==> config.mk <==
export PLATFORM = sky130hd
export DESIGN_NAME = multiplier
export DESIGN_NICKNAME = d
export VERILOG_FILES = /design/src/rtl/multiplier.sv
export SDC_FILE = /design/constraint.sdc
export NUM_CORES = 1
export LEC_CHECK = 0
export CAP_MARGIN = 10
export CELL_PAD_IN_SITES_DETAIL_PLACEMENT = 1
export CELL_PAD_IN_SITES_GLOBAL_PLACEMENT = 1
export CORE_MARGIN = 5
export CORE_UTILIZATION = 41
export DETAILED_ROUTE_END_ITERATION = 12
export PLACE_DENSITY = 0.78
export SLEW_MARGIN = 20
export SYNTH_ARGS = -nofsm -noshare
export SYNTH_HDL_FRONTEND = slang
export SYNTH_SLANG_ARGS = --single-unit
==> constraint.sdc <==
create_clock -name i_clock -period 2.89 [get_ports i_clock]
set_clock_uncertainty 0.05 [all_clocks]
set_input_delay 0.578 -clock i_clock [delete_from_list [all_inputs] [get_ports i_clock]]
set_output_delay 0.578 -clock i_clock [all_outputs]
set_load 0.01 [all_outputs]
==> src/rtl/multiplier.sv <==
// Shift-add multiply-accumulate: o_product = i_multiplicand * i_multiplier + i_addend, N+1 edges start->finished.
// Optional MULTIPLIER_EARLY_EXIT_EN stops iterating once the remaining multiplier bits are all zero.
module multiplier #(
  parameter int N = 8
) (
  input  logic           i_clock,
  input  logic           i_reset,
  input  logic           i_start,
  output logic           o_busy,
  output logic           o_finished,
  input  logic [N-1:0]   i_multiplicand,
  input  logic [N-1:0]   i_multiplier,
  input  logic [N-1:0]   i_addend,
  output logic [2*N-1:0] o_product
);

  localparam int CW = $clog2(N);

  typedef enum logic [1:0] {IDLE, RUN, DONE} state_t;

  state_t         state;
  logic [2*N-1:0] acc;
  logic [2*N-1:0] mcand;
  logic [2*N-1:0] acc_sum;
  logic [N-1:0]   mplier;
  logic [CW-1:0]  count;
  logic           last_iter;

  // Carry out of the top bit is always zero: (2^N-1)^2 + 2^N-1 fits in 2N bits.
  always_comb begin
    acc_sum = mplier[0] ? (acc + mcand) : acc;
`ifdef MULTIPLIER_EARLY_EXIT_EN
    last_iter = (count == CW'(N - 1)) || (mplier[N-1:1] == '0);
`else
    last_iter = (count == CW'(N - 1));
`endif
  end

  always_ff @(posedge i_clock) begin
    if (i_reset) begin
      state     <= IDLE;
      acc       <= '0;
      mcand     <= '0;
      mplier    <= '0;
      count     <= '0;
      o_product <= '0;
    end else begin
      case (state)
        IDLE, DONE: begin
          if (i_start) begin
            acc    <= {{N{1'b0}}, i_addend};
            mcand  <= {{N{1'b0}}, i_multiplicand};
            mplier <= i_multiplier;
            count  <= '0;
            state  <= RUN;
          end else begin
            state <= IDLE;
          end
        end
        RUN: begin
          acc    <= acc_sum;
          mcand  <= mcand << 1;
          mplier <= mplier >> 1;
          count  <= count + CW'(1);
          if (last_iter) begin
            o_product <= acc_sum;
            state     <= DONE;
          end
        end
        default: state <= IDLE;
      endcase
    end
  end

  assign o_busy     = (state == RUN);
  assign o_finished = (state == DONE);

endmodule

==> metrics.csv, run 1 <==
metric,value,unit
Synth area leaders,"dfxtp_1, ha_1, nor2_1",
RSZ-0062 raised after global routing,no,
CP Class,flop to flop,
Final Hold Vio Count,0,
global-route met2 utilization,0.3239,
fin crit period,2.582,ns
startpoint types,flop,
WP data arrival,2.78,ns
most instantiated cells after synthesis,"dfxtp_1, nor2_1, nand2_1",
Mapped Cells,388,
ys async rst share,0,
mean area per synthesized cell,8.413,sq um
via/cell ratio,5.647,
Leakage,1.581,nW
Post-Syn Nets,433,
post-cts sizing count,0,
status,finished clean,
hpwl dp,6563,um
routing usage on met1,0.2519,
Nets,474,
"EDFF count, synth",0,
Layout Area Growth over Synthesis,22.77,%
area of the multi-input gates,1929,sq um
Via Count,3027,
largest family of logic cells by synthesized area,compound AO/OA/AOI/OAI gates,
root buf cell,clkbuf_8,
Clock Tree Buf Depth,2,
fmax,387.3,MHz
Hold/Removal Path Class,flop to flop,
Worst-Skew Late Latency,0.34,ns
die area,9847,sq um
yosys warns,0,
Tcrit/Tclk final,0.8935,
area post-placement,3801,sq um
hold buffer count at cts,0,
crit-path max cell delay,0.41,ns
Mapped Area,3264,sq um
setup TNS,0,ns
"flops & latches, synth",61,
# fillers,936,
Critical Path Slowest Stage Cell,fa_1,
CP top delay family,compound AO/OA/AOI/OAI gates,
CP endpoint kind,flop,
XOR/XNOR share of the synthesized area,0.02951,
port bufs,44,
number of global-route vias before repair,3167,
Worst Path Buf+Inv,0,
gr ovfl total,0,
area share of the largest cell type after synthesis,0.3741,
Num CTS Buffers,9,
GRT Util Overall,0.1954,
mux share of post-synthesis cell area,0.03871,
grt met3 use,0.03857,
CP Cell Sequence,ha_1 > fa_1 > a21oi_1 > o211ai_1 > a41oi_2 > xnor2_1 > mux2i_1 > a211oi_1,
Max-Cap Viols,0,
Antenna diodes,0,
total power,0.002025,W
GP Congestion,0.9491,
row count,32,
htree depth,3,
CTS tree,done,
Post-CTS Setup Bufs,0,
Adder-Cell Fraction of Synth Area,0.07129,
Die H,99.23,um
final setup fails,0,
Worst-path clk slew,0.07,ns
post-synthesis compound-gate area fraction,0.2622,
Core Box Area,7727,sq um
Max-slew headroom,0.6288,
most common cell in the synthesized netlist,dfxtp_1,
post-route ant nets,0,
clock sink total,61,
First-pass DRT Iterations,4,
Die W,99.23,um
final instance area,4008,sq um
"Seq/Total Area, Yosys",0.3741,
GR peak layer,met2,
worst-margin pin slew,0.5548,ns
Residual DRC,0,
register area,1221,sq um
share of layout cells above drive strength 1,0.1037,
wire length per cell,17.35,um
Final Max Slew Viols,0,
Unique masters post-synth,51,
first-pass GRT wire length,15530,um
Synth area leader,dfxtp_1,
initial antenna violation count,0,
worst endpoint required time,3.09,ns
maximum fanout along the worst path,3,
most used flip-flop cell after synthesis,dfxtp_1,
Synth Area in Simple Gates,0.1886,
IO Count,45,
Power per Cell Area,505.3,nW/um^2
worst vdd ir,0.2895,mV
largest net degree at the start of global routing,50,
initial DRC count,95,
Total Wirelength,9297,um
initial core utilization,0.4224,
-- tightest hold or removal path: stages, from the launching register on --
cell     delay [ns]
dfxtp_1        0.33
nand2_1        0.06
a21oi_1        0.05
-- report_power, final --
part           leakage (nW)  internal [W]  switching, W
clock network         0.107      0.000482      0.000336
logic                 0.978      0.000124      0.000182
registers             0.497      0.000874     0.0000274
total                  1.58       0.00148      0.000545
-- metrics by stage --
step	worst slack [ns]	cells	hold WS (ns)	util
2_1_floorplan	0.6865	388	0.3986	-
3_3_place_gp	0.5526	520	0.4126	0.4919
3_5_place_dp	0.4623	520	0.4253	0.4919
4_1_cts	0.2610	536	0.4315	0.5186
5_1_grt	0.1514	536	0.4582	0.5186
6_report	0.3078	536	0.4294	0.5186
-- per-layer routing --
| metal | vias to the layer above | share of wire |
|---|---|---|
| met3 | 11 | 0.041 |
| met5 | - | 0 |
| met1 | 1471 | 0.48 |
| li1 | 1494 | - |
| met2 | 51 | 0.47 |
| met4 | 0 | 0.015 |
-- cells in the final DEF, fill, tap and decap left out, types with 3 or more instances in the layout --
cell type,count
nand2_1,48
and3_2,4
clkbuf_8,9
ha_1,17
nand3_1,8
nor2_1,55
clkdlybuf4s50_1,44
mux2i_1,10
a31oi_1,6
a311oi_1,15
xnor2_1,8
a211oi_1,9
a21oi_1,27
dfxtp_1,61
clkinv_2,3
and2_1,5
buf_4,9
a21oi_2,3
o21ai_0,15
nor2b_1,3
inv_1,3
a21o_1,8
nand2b_1,4
xor2_1,3
a22oi_1,18
-- cell families (layout without fill, tap and decap cells) --
logic type,count (synthesis),after routing
and+or+nand+nor,139,139
muxes,12,12
xor gates and xnor gates,11,11
adders and majority gates,18,18
buffers and inverters,27,73
AOI/OAI and AO/OA,120,120
DFF,61,61
-- registers in the layout (all words and copies together) (netlist names) --
signal     count
o_product     16
count          3
mplier         8
state          2
mcand         16
acc           16
-- path summary, 6_finish.rpt --
| path | start | end | slack, ns | cells after the start |
|---|---|---|---|---|
| worst min register to register | acc[0] | acc[0] | 0.43 | 2 |
| worst min-delay path | acc[0] | acc[0] | 0.43 | 2 |
| worst max-delay path | acc[0] | o_product[10] | 0.31 | 8 |
| worst max register to register | acc[0] | o_product[10] | 0.31 | 8 |
-- final cells by class --
type,count,share of cell area
inverter,4,0.003746
clock buffer,11,0.03278
sequential,61,0.3047
multi-input combinational,300,0.4814
clock inverter,5,0.01873
tap,102,0.03185
timing repair buffer,53,0.1268
Power figures use the tool's default switching activity.
==> run 2, diff against run 1 <==
CAP_MARGIN = not set   (was 10)
==> results of run 2 <==
Same layout as run 1: the final DEF is identical, and so are final timing and power.
